==> src/rtl/flappy_pkg.sv <==
// -----------------------------------------------------------------------------
// flappy_pkg
// Shared types and constants for the FlappyBruin game sequencer.
//   game_state_t : 3-bit round-lifecycle state encoding (IDLE..OVER)
//   bcd3_t       : packed 3-digit BCD value, [2]=hundreds [1]=tens [0]=ones
//   SCORE_MAX    : saturation value of the score (999)
//   BRUIN_X      : x coordinate a pipe pair must clear to count as passed
// -----------------------------------------------------------------------------
package flappy_pkg;

  typedef enum logic [2:0] {
    ST_IDLE  = 3'd0,
    ST_READY = 3'd1,
    ST_PLAY  = 3'd2,
    ST_DYING = 3'd3,
    ST_OVER  = 3'd4
  } game_state_t;

  typedef logic [2:0][3:0] bcd3_t;

  localparam bcd3_t SCORE_MAX = 12'h999;
  localparam int    BRUIN_X   = 200;

  // Valid BCD digits are ordered by weight, so a plain unsigned compare of
  // the packed vector is a correct magnitude compare.
  function automatic logic bcd_gt(input bcd3_t a, input bcd3_t b);
    return a > b;
  endfunction

endpackage

==> src/rtl/game_ctrl_if.sv <==
// -----------------------------------------------------------------------------
// game_ctrl_if
// Bundles the game sequencer's event inputs and status outputs.
//   master : drives frame_tick, flap, hit, floor_hit, pipe_passed;
//            observes state, game_start, lose, bruin_rst, score (high_score)
//   slave  : the sequencer side (game_ctrl)
// Optional: high_score exists only when GAME_CTRL_HISCORE_EN is defined.
//
// Handshake: there is no valid/ready backpressure on this bus. frame_tick and
// pipe_passed are one-cycle pulses consumed on the cycle they are high; hit and
// floor_hit are levels; flap is a raw asynchronous level. All outputs are
// registered levels except bruin_rst, a registered one-cycle pulse.
// -----------------------------------------------------------------------------
interface game_ctrl_if;
  import flappy_pkg::*;

  logic        frame_tick;
  logic        flap;
  logic        hit;
  logic        floor_hit;
  logic        pipe_passed;
  logic [2:0]  state;
  logic        game_start;
  logic        lose;
  logic        bruin_rst;
  bcd3_t       score;
`ifdef GAME_CTRL_HISCORE_EN
  bcd3_t       high_score;
`endif

  modport master (
    output frame_tick, flap, hit, floor_hit, pipe_passed,
`ifdef GAME_CTRL_HISCORE_EN
    input  high_score,
`endif
    input  state, game_start, lose, bruin_rst, score
  );

  modport slave (
    input  frame_tick, flap, hit, floor_hit, pipe_passed,
`ifdef GAME_CTRL_HISCORE_EN
    output high_score,
`endif
    output state, game_start, lose, bruin_rst, score
  );

endinterface

==> src/rtl/game_ctrl_bcd_counter.sv <==
// -----------------------------------------------------------------------------
// bcd_counter
// 3-digit saturating BCD incrementer used for the round score.
//   i_clk   : clock
//   i_rst   : synchronous active-high reset, clears the count
//   i_clr   : synchronous clear (takes priority over i_inc)
//   i_inc   : add one; holds at SCORE_MAX
//   o_count : registered BCD count {hundreds, tens, ones}
// -----------------------------------------------------------------------------
module bcd_counter
  import flappy_pkg::*;
(
  input  logic  i_clk,
  input  logic  i_rst,
  input  logic  i_clr,
  input  logic  i_inc,
  output bcd3_t o_count
);

  bcd3_t r_count;
  bcd3_t w_next;

  // Ripple carry through the digits; 999 is excluded up front so the
  // hundreds digit never needs to wrap.
  always_comb begin
    w_next = r_count;
    if (r_count != SCORE_MAX) begin
      if (r_count[0] == 4'd9) begin
        w_next[0] = 4'd0;
        if (r_count[1] == 4'd9) begin
          w_next[1] = 4'd0;
          w_next[2] = r_count[2] + 4'd1;
        end else begin
          w_next[1] = r_count[1] + 4'd1;
        end
      end else begin
        w_next[0] = r_count[0] + 4'd1;
      end
    end
  end

  always_ff @(posedge i_clk) begin
    if (i_rst || i_clr) begin
      r_count <= '0;
    end else if (i_inc) begin
      r_count <= w_next;
    end
  end

  assign o_count = r_count;

endmodule

==> src/rtl/game_ctrl.sv <==
// -----------------------------------------------------------------------------
// game_ctrl
// Top-level FlappyBruin round sequencer: attract, get-ready countdown, play,
// death animation, game over. Paces timed states from the 60 Hz frame tick
// and keeps a 3-digit BCD score of pipes passed.
//   clk_100MHz  : sole clock
//   rst         : synchronous active-high reset
//   bus (slave) : frame_tick, flap, hit, floor_hit, pipe_passed in;
//                 state, game_start, lose, bruin_rst, score (high_score) out
// Parameters: READY_FRAMES (1..255), DEATH_FRAMES (1..255).
// Optional feature macro: GAME_CTRL_HISCORE_EN adds a best-score register
// updated on DYING->OVER.
// -----------------------------------------------------------------------------
module game_ctrl
  import flappy_pkg::*;
#(
  parameter int unsigned READY_FRAMES = 120,
  parameter int unsigned DEATH_FRAMES = 60
) (
  input  logic        clk_100MHz,
  input  logic        rst,
  game_ctrl_if.slave  bus
);

  localparam logic [7:0] READY_CNT = READY_FRAMES[7:0];
  localparam logic [7:0] DEATH_CNT = DEATH_FRAMES[7:0];

  // flap synchronizer and edge detector
  logic r_flap_s1;
  logic r_flap_s2;
  logic r_flap_d;
  logic w_flap_edge;

  always_ff @(posedge clk_100MHz) begin
    if (rst) begin
      r_flap_s1 <= 1'b0;
      r_flap_s2 <= 1'b0;
      r_flap_d  <= 1'b0;
    end else begin
      r_flap_s1 <= bus.flap;
      r_flap_s2 <= r_flap_s1;
      r_flap_d  <= r_flap_s2;
    end
  end

  assign w_flap_edge = r_flap_s2 & ~r_flap_d;

  // sequencer state
  game_state_t r_state;
  logic [7:0]  r_cnt;
  logic        r_game_start;
  logic        r_lose;
  logic        r_bruin_rst;

  logic  w_dead;
  logic  w_dying_done;
  logic  w_score_clr;
  logic  w_score_inc;
  bcd3_t w_score;

  assign w_dead       = bus.hit | bus.floor_hit;
  // A tick that finds cnt == 1 is the last tick of the state.
  assign w_dying_done = (r_state == ST_DYING) && bus.frame_tick && (r_cnt == 8'd1);
  assign w_score_clr  = (r_state == ST_IDLE) && w_flap_edge;
  // Death wins over a simultaneous pipe_passed.
  assign w_score_inc  = (r_state == ST_PLAY) && bus.pipe_passed && !w_dead;

  // Ticks are only examined in READY/DYING, so a tick on the entry cycle
  // (processed while still in the previous state) is never counted.
  always_ff @(posedge clk_100MHz) begin
    if (rst) begin
      r_state      <= ST_IDLE;
      r_cnt        <= 8'd0;
      r_game_start <= 1'b0;
      r_lose       <= 1'b0;
      r_bruin_rst  <= 1'b0;
    end else begin
      r_bruin_rst <= 1'b0;
      case (r_state)
        ST_IDLE: begin
          if (w_flap_edge) begin
            r_state     <= ST_READY;
            r_cnt       <= READY_CNT;
            r_bruin_rst <= 1'b1;
          end
        end
        ST_READY: begin
          if (bus.frame_tick) begin
            r_cnt <= r_cnt - 8'd1;
            if (r_cnt == 8'd1) begin
              r_state      <= ST_PLAY;
              r_game_start <= 1'b1;
            end
          end
        end
        ST_PLAY: begin
          if (w_dead) begin
            r_state <= ST_DYING;
            r_cnt   <= DEATH_CNT;
            r_lose  <= 1'b1;
          end
        end
        ST_DYING: begin
          if (bus.frame_tick) begin
            r_cnt <= r_cnt - 8'd1;
            if (r_cnt == 8'd1) begin
              r_state      <= ST_OVER;
              r_game_start <= 1'b0;
            end
          end
        end
        ST_OVER: begin
          if (w_flap_edge) begin
            r_state     <= ST_IDLE;
            r_lose      <= 1'b0;
            r_bruin_rst <= 1'b1;
          end
        end
        default: begin
          // encodings 5..7 recover to IDLE
          r_state      <= ST_IDLE;
          r_cnt        <= 8'd0;
          r_game_start <= 1'b0;
          r_lose       <= 1'b0;
        end
      endcase
    end
  end

  bcd_counter u_score (
    .i_clk   (clk_100MHz),
    .i_rst   (rst),
    .i_clr   (w_score_clr),
    .i_inc   (w_score_inc),
    .o_count (w_score)
  );

`ifdef GAME_CTRL_HISCORE_EN
  bcd3_t r_high_score;

  always_ff @(posedge clk_100MHz) begin
    if (rst) begin
      r_high_score <= '0;
    end else if (w_dying_done && bcd_gt(w_score, r_high_score)) begin
      r_high_score <= w_score;
    end
  end

  assign bus.high_score = r_high_score;
`endif

  assign bus.state      = r_state;
  assign bus.game_start = r_game_start;
  assign bus.lose       = r_lose;
  assign bus.bruin_rst  = r_bruin_rst;
  assign bus.score      = w_score;

endmodule

==> src/flat_wrapper.sv <==
// flat-port wrapper written by rule: the top's interface ports become plain ports
module game_ctrl_flat import flappy_pkg::*;
#(
  parameter int unsigned READY_FRAMES = 120,
  parameter int unsigned DEATH_FRAMES = 60
)
  (clk_100MHz, rst, bus_frame_tick, bus_flap, bus_hit, bus_floor_hit, bus_pipe_passed, bus_state, bus_game_start, bus_lose, bus_bruin_rst, bus_score);
  game_ctrl_if bus_i ();
  input  logic clk_100MHz;
  input  logic rst;
  input wire logic [$bits(bus_i.frame_tick)-1:0] bus_frame_tick;
  input wire logic [$bits(bus_i.flap)-1:0] bus_flap;
  input wire logic [$bits(bus_i.hit)-1:0] bus_hit;
  input wire logic [$bits(bus_i.floor_hit)-1:0] bus_floor_hit;
  input wire logic [$bits(bus_i.pipe_passed)-1:0] bus_pipe_passed;
  output wire logic [$bits(bus_i.state)-1:0] bus_state;
  output wire logic [$bits(bus_i.game_start)-1:0] bus_game_start;
  output wire logic [$bits(bus_i.lose)-1:0] bus_lose;
  output wire logic [$bits(bus_i.bruin_rst)-1:0] bus_bruin_rst;
  output wire logic [$bits(bus_i.score)-1:0] bus_score;
  assign bus_i.frame_tick = bus_frame_tick;
  assign bus_i.flap = bus_flap;
  assign bus_i.hit = bus_hit;
  assign bus_i.floor_hit = bus_floor_hit;
  assign bus_i.pipe_passed = bus_pipe_passed;
  assign bus_state = bus_i.state;
  assign bus_game_start = bus_i.game_start;
  assign bus_lose = bus_i.lose;
  assign bus_bruin_rst = bus_i.bruin_rst;
  assign bus_score = bus_i.score;
  game_ctrl #(.READY_FRAMES(READY_FRAMES), .DEATH_FRAMES(DEATH_FRAMES)) u_core (.clk_100MHz(clk_100MHz), .rst(rst), .bus(bus_i));
endmodule
==> config.mk <==
export PLATFORM = sky130hd
export DESIGN_NAME = game_ctrl_flat
export DESIGN_NICKNAME = d
export VERILOG_FILES = /design/src/rtl/flappy_pkg.sv /design/src/rtl/game_ctrl_if.sv /design/src/rtl/game_ctrl_bcd_counter.sv /design/src/rtl/game_ctrl.sv /design/src/flat_wrapper.sv
export SDC_FILE = /design/constraint.sdc
export NUM_CORES = 1
export LEC_CHECK = 0
export CORE_UTILIZATION = 44
export DETAILED_ROUTE_END_ITERATION = 16
export PLACE_DENSITY = 0.68
export REMOVE_ABC_BUFFERS = 1
export SYNTH_ARGS = -nofsm -noshare
export SYNTH_HDL_FRONTEND = slang
export SYNTH_SLANG_ARGS = --single-unit
==> constraint.sdc <==
create_clock -name clk_100MHz -period 5.6 [get_ports clk_100MHz]
set_input_delay 0.56 -clock clk_100MHz [delete_from_list [all_inputs] [get_ports clk_100MHz]]
set_output_delay 0.56 -clock clk_100MHz [all_outputs]
set_load 0.01 [all_outputs]
== Yosys cells after proc, flatten, opt, wreduce, memory -nomap -nowiden ==
Cells that the tools add are included.
Widths: inputs -> output; s select.
Word-level totals
  output and inout port bits: 18
  input bits: 7
  bits in registers: 29
  logic and storage cells: 79
Operators by class
  $add $sub $neg: 4
  eq/ne operators: 16
  bitwise gates (word level): 7
  muxes and demuxes: 23
  reductions and logical operators: 18
Operators with widths (count)
  $pmux 8 s4: 1
  $mux 8: 3
  $mux 3: 7
  $pmux 3 s5: 1
  $add 4x1->4 const B: 3
  $ne 12x12->1 const B: 1
  $ne 2x1->1 const B: 5
  $eq 4x4->1 const B: 2
  $eq 8x1->1 const B: 1
  $mux 4: 2
  $reduce_and 4->1: 2
  $sub 8x1->8 const B: 1
  $mux 1: 7
  $reduce_and 7->1: 1
  $eq 3x2->1 const B: 2
  $ne 2x2->1 const B: 3
  $pmux 1 s3: 2
  $reduce_and 3->1: 2
  $reduce_or 2->1: 3
  $reduce_or 3->1: 2
  $not 1->1: 5
  $reduce_and 5->1: 1
  $eq 3x1->1 const B: 1
  $eq 3x3->1 const B: 1
  other kinds (7): 9

== Depth between registers and ports, before layout ==
  word-level depth: 4
  mapped depth: 6
  depth with buffers taken out: 6

== Hierarchy ==
Synthesis repeated with hierarchy kept, for this count alone.
Unflattened totals
  cells, all modules: 189
  area, all modules: 1560.2 um^2
By module, submodules not included
  game_ctrl: times used 1, cells an instance 115, area an instance 940.9 um^2, seq. area each 340.3 um^2
  bcd_counter: times used 1, cells an instance 74, area an instance 619.3 um^2, seq. area each 240.2 um^2

== Worst setup path before layout ==
Ideal clock, no wire load.
  path type: input to register
  start: input port bus_floor_hit
  end: register u_core.u_score.r_count (netlist bit u_core.u_score.o_count[11])
  slack: 3365 ps
  setup time: 70 ps
  buffers on the path: 1
  arrival time: 2164 ps
  required time: 5530 ps
  stages on the path: 5
  cells stage by stage: or4bb_1 > or3_1 > clkbuf_2 > or4_1 > a21oi_1
On the way
  word-level cells in the longest chain between the ends: 4
Ends and longest elaborated chain
  start, declared: RTL line flat_wrapper.sv:14  | input wire logic [$bits(bus_i.floor_hit)-1:0] bus_floor_hit;
  $or 1x1->1: RTL line game_ctrl.sv:61  | assign w_dead = bus.hit | bus.floor_hit;
  $logic_not 1->1: RTL line game_ctrl.sv:66  | assign w_score_inc = (r_state == ST_PLAY) && bus.pipe_passed && !w_dead;
  $logic_and 1x1->1: RTL line game_ctrl.sv:66
  $reduce_and 4->1 (no line)
  end signal, assigned: RTL line game_ctrl_bcd_counter.sv:46  | r_count <= w_next;
  end, declared: RTL line game_ctrl_bcd_counter.sv:20  | bcd3_t r_count;
Every way passes these cells.
A chain may end at the register's enable or synchronous reset.

== Worst setup path in the final report ==
Ends and elaborated chain as after synthesis.

==> run metrics <==
run status complete, no violations; filler instances 350; first-pass GRT wire length 6300 um; Setup TNS 0 ns; 1st-iter DRT viols 97; Clock Latency Late Sink approximately 0.33 ns; DR vias approximately 1.5k; Worst setup startpoint bus_floor_hit; final non-filler cell total between 200 and 300; Worst Path Required ~6 ns; Hold Fails Final Rpt 0; min cycle time layout about 2.4 ns; CP bufs+invs 1; routed vias/inst just under 6; Synth Area in Compound Gates 0.238; max_cap viols 0; number of diodes 0; maximum VDD drop between 0.0001 and 0.00015 V; worst rel slew slack 0.536; post-route ant nets 0; CTS Hold Buffers Added 0; GRT overflow 0; post-cts gate resize count 0; pre-CTS setup slack ~2.9 ns; Buffers on Ports 24; Worst-path clk slew about 0.090 ns; Leak between 0.0006 and 0.0007 uW; sequential area share after synthesis 0.374; IO Pins 25; CTS buffer count 5; crit path DAT around 2.7 ns; cell area after synthesis between 1500 and 2000 sq um; Die X 61.4 um; H-tree lvl count 2; row count 21; clk root buf clkbuf_4; #FFs+latches synth 29; CP top delay family simple AND/OR/NAND/NOR gates; Avg Inst Size Synth a little over 8 sq um; mux share of post-synthesis cell area 0; final WL 3770 um; synth warn 0; asr flop ratio synth 0; combinational family with the most area after synthesis simple AND/OR/NAND/NOR gates; Tightest Pin Transition 0.689 ns; fin nets around 220; Worst Hold Launch u_core.r_flap_s1$_SDFF_PP0_; # placed instances between 200 and 300; clock tree buffer depth 2; CP peak stage delay slightly below 0.6 ns; Final Skew ~0.0071 ns; CP Cell Sequence clkdlybuf4s50_1 > or4bb_1 > or3_1 > or4_1 > a21oi_1; Setup WS post-layout ~3.2 ns; pin count of the biggest net entering global routing 20; final setup fails 0; Post-synth EDFFs 0; DR DRC count 0; router iterations before antenna repair 4; critical path's slowest cell or4bb_1; layout cells sized above 1 0.0708; initial antenna violation count 0; Gate Count Post-Synth 188; fin. max-slew vios 0; Reg area approximately 580 sq um; GP Congestion approximately 0.9; postcts setup bufs 0; Cell variety after synth 44; startpoint types input pin; Tcrit/Tclk final 0.429; drt wl/cell 14.6 um; Layout area overhead 21.5%; GRT Resource Usage Total 0.229; Die H approximately 61 um; Post-Synth Simple-Gate Area 0.296; pwr dens 216 nW/um^2; Die Area roughly 3800 sq um; worst hold path type reg -> reg; DP Wirelength approximately 2600 um; Core Footprint between 3000 and 4000 sq um; RSZ-0062 raised after global routing no; clk sinks 29; CP Capture Type flop; WS Path Type in -> reg; post-synthesis adder-cell area fraction 0.0322; R2R Path Start u_core.bus.state[0]$_SDFFE_PP0P_; CTS tree done; initial core utilization 0.462; critical-path maximum fanout 7; Post-Synth XOR/XNOR Area 0.0113; ys flop type dfxtp_1; fmax between 400 and 500 MHz; multi-input logic area ~900 sq um; number of global-route vias before repair between 1k and 1.5k
==> per-layer routing <==
metal,share of wire,GRT usage,up-vias
li1,-,-,748
met1,0.45,0.284,721
met2,0.48,0.377,46
met3,0.040,0.0567,8
met4,0.024,0.105,0
met5,0,0,-
==> Yosys cell counts (2+ instances only) <==
master     number  area (sq um)
nand2_1         5          18.8
inv_1          11          41.3
or3b_1          2          17.5
a211oi_1        4          30.0
or2_2           3          18.8
nor3_1          8          40.0
nand3_1         6          30.0
dfxtp_1        29           581
a21oi_1        22           110
nor4bb_1        2          20.0
a31o_2          3          26.3
a31oi_1         4          25.0
nand2b_1        5          31.3
nand4_1         5          31.3
and3_1          3          18.8
or3_1           4          25.0
nor4_1          2          12.5
or4_1           4          30.0
nor2b_1         9          56.3
xnor2_1         2          17.5
buf_2           2          10.0
o21ai_0        11          55.1
o31ai_1         4          30.0
nor2_1          9          33.8
o41ai_1         2          17.5
ha_1            4          50.1
o2bb2ai_1       2          17.5
clkbuf_1        5          18.8
==> logic make-up after synthesis <==
family                     after synthesis
and+or+nand+nor                         75
AOI/OAI and AO/OA                       59
DFF                                     29
buffers and inverters                   19
adders and majority gates                4
xor gates and xnor gates                 2
==> worst reg2reg max path, delay by kind of cell, from the launching register on <==
| family | cells | cell delay (ns) |
|---|---|---|
| AO/OA/AOI/OAI | 1 | 0.14 |
| flip-flops | 1 | 0.52 |
| AND/OR/NAND/NOR | 3 | 1.50 |
==> metrics by stage <==
step | power, uW | utilization | hold slack [ns] | area (sq um)
floorplan | 246 | - | 0.414 | 1520
global placement | 261 | 0.541 | 0.420 | 1820
detailed placement | 262 | 0.541 | 0.431 | 1820
CTS | 412 | 0.561 | 0.453 | 1890
global route | 427 | 0.561 | 0.478 | 1890
finish | 408 | 0.561 | 0.445 | 1890
==> power breakdown <==
| part | switching [uW] | internal (uW) |
|---|---|---|
| logic | 22.1 | 17.8 |
| registers | 7.23 | 211 |
| clock network | 77.0 | 72.7 |
| total | 106 | 302 |
==> final timing paths <==
kind                                             end  slack, ns  cells past startpoint
max          u_core.u_score.o_count[11]$_SDFFE_PP0P_       3.20                      5
min                      u_core.r_flap_s2$_SDFF_PP0_       0.44                      1
max reg2reg  u_core.u_score.o_count[11]$_SDFFE_PP0P_       3.37                      4
min reg2reg              u_core.r_flap_s2$_SDFF_PP0_       0.44                      1
==> flip-flops by register name, summed over array words and instances (netlist names) <==
register,flops
u_core.bus.lose,1
u_core.u_score.o_count,12
u_core.r_flap_d,1
u_core.r_cnt,8
u_core.bus.state,3
u_core.bus.bruin_rst,1
u_core.bus.game_start,1
u_core.r_flap_s1,1
u_core.r_flap_s2,1
==> layout make-up <==
class,instances,area share
multi-input combinational,140,0.476
sequential,29,0.307
timing repair buffer,24,0.127
tap,46,0.0305
clock inverter,1,0.00265
clock buffer,7,0.0345
inverter,11,0.0219
==> cell usage in the layout, fill, tap and decap left out, types with 3 or more instances in the layout <==
cell type and count:
dfxtp_1 29, a31oi_1 4, clkbuf_4 5, o21ai_0 11
or2_2 3, ha_1 4, and3_1 3, nor3_1 8
or4_1 4, nand2b_1 5, a21oi_1 22, a211oi_1 4
inv_1 11, nand4_1 5, nor2_1 9, clkdlybuf4s50_1 24
nand3_1 6, nand2_1 5, nor2b_1 9, or3_1 4
a31o_2 3, o31ai_1 4
Note: power is estimated with default switching activity, not from simulation.
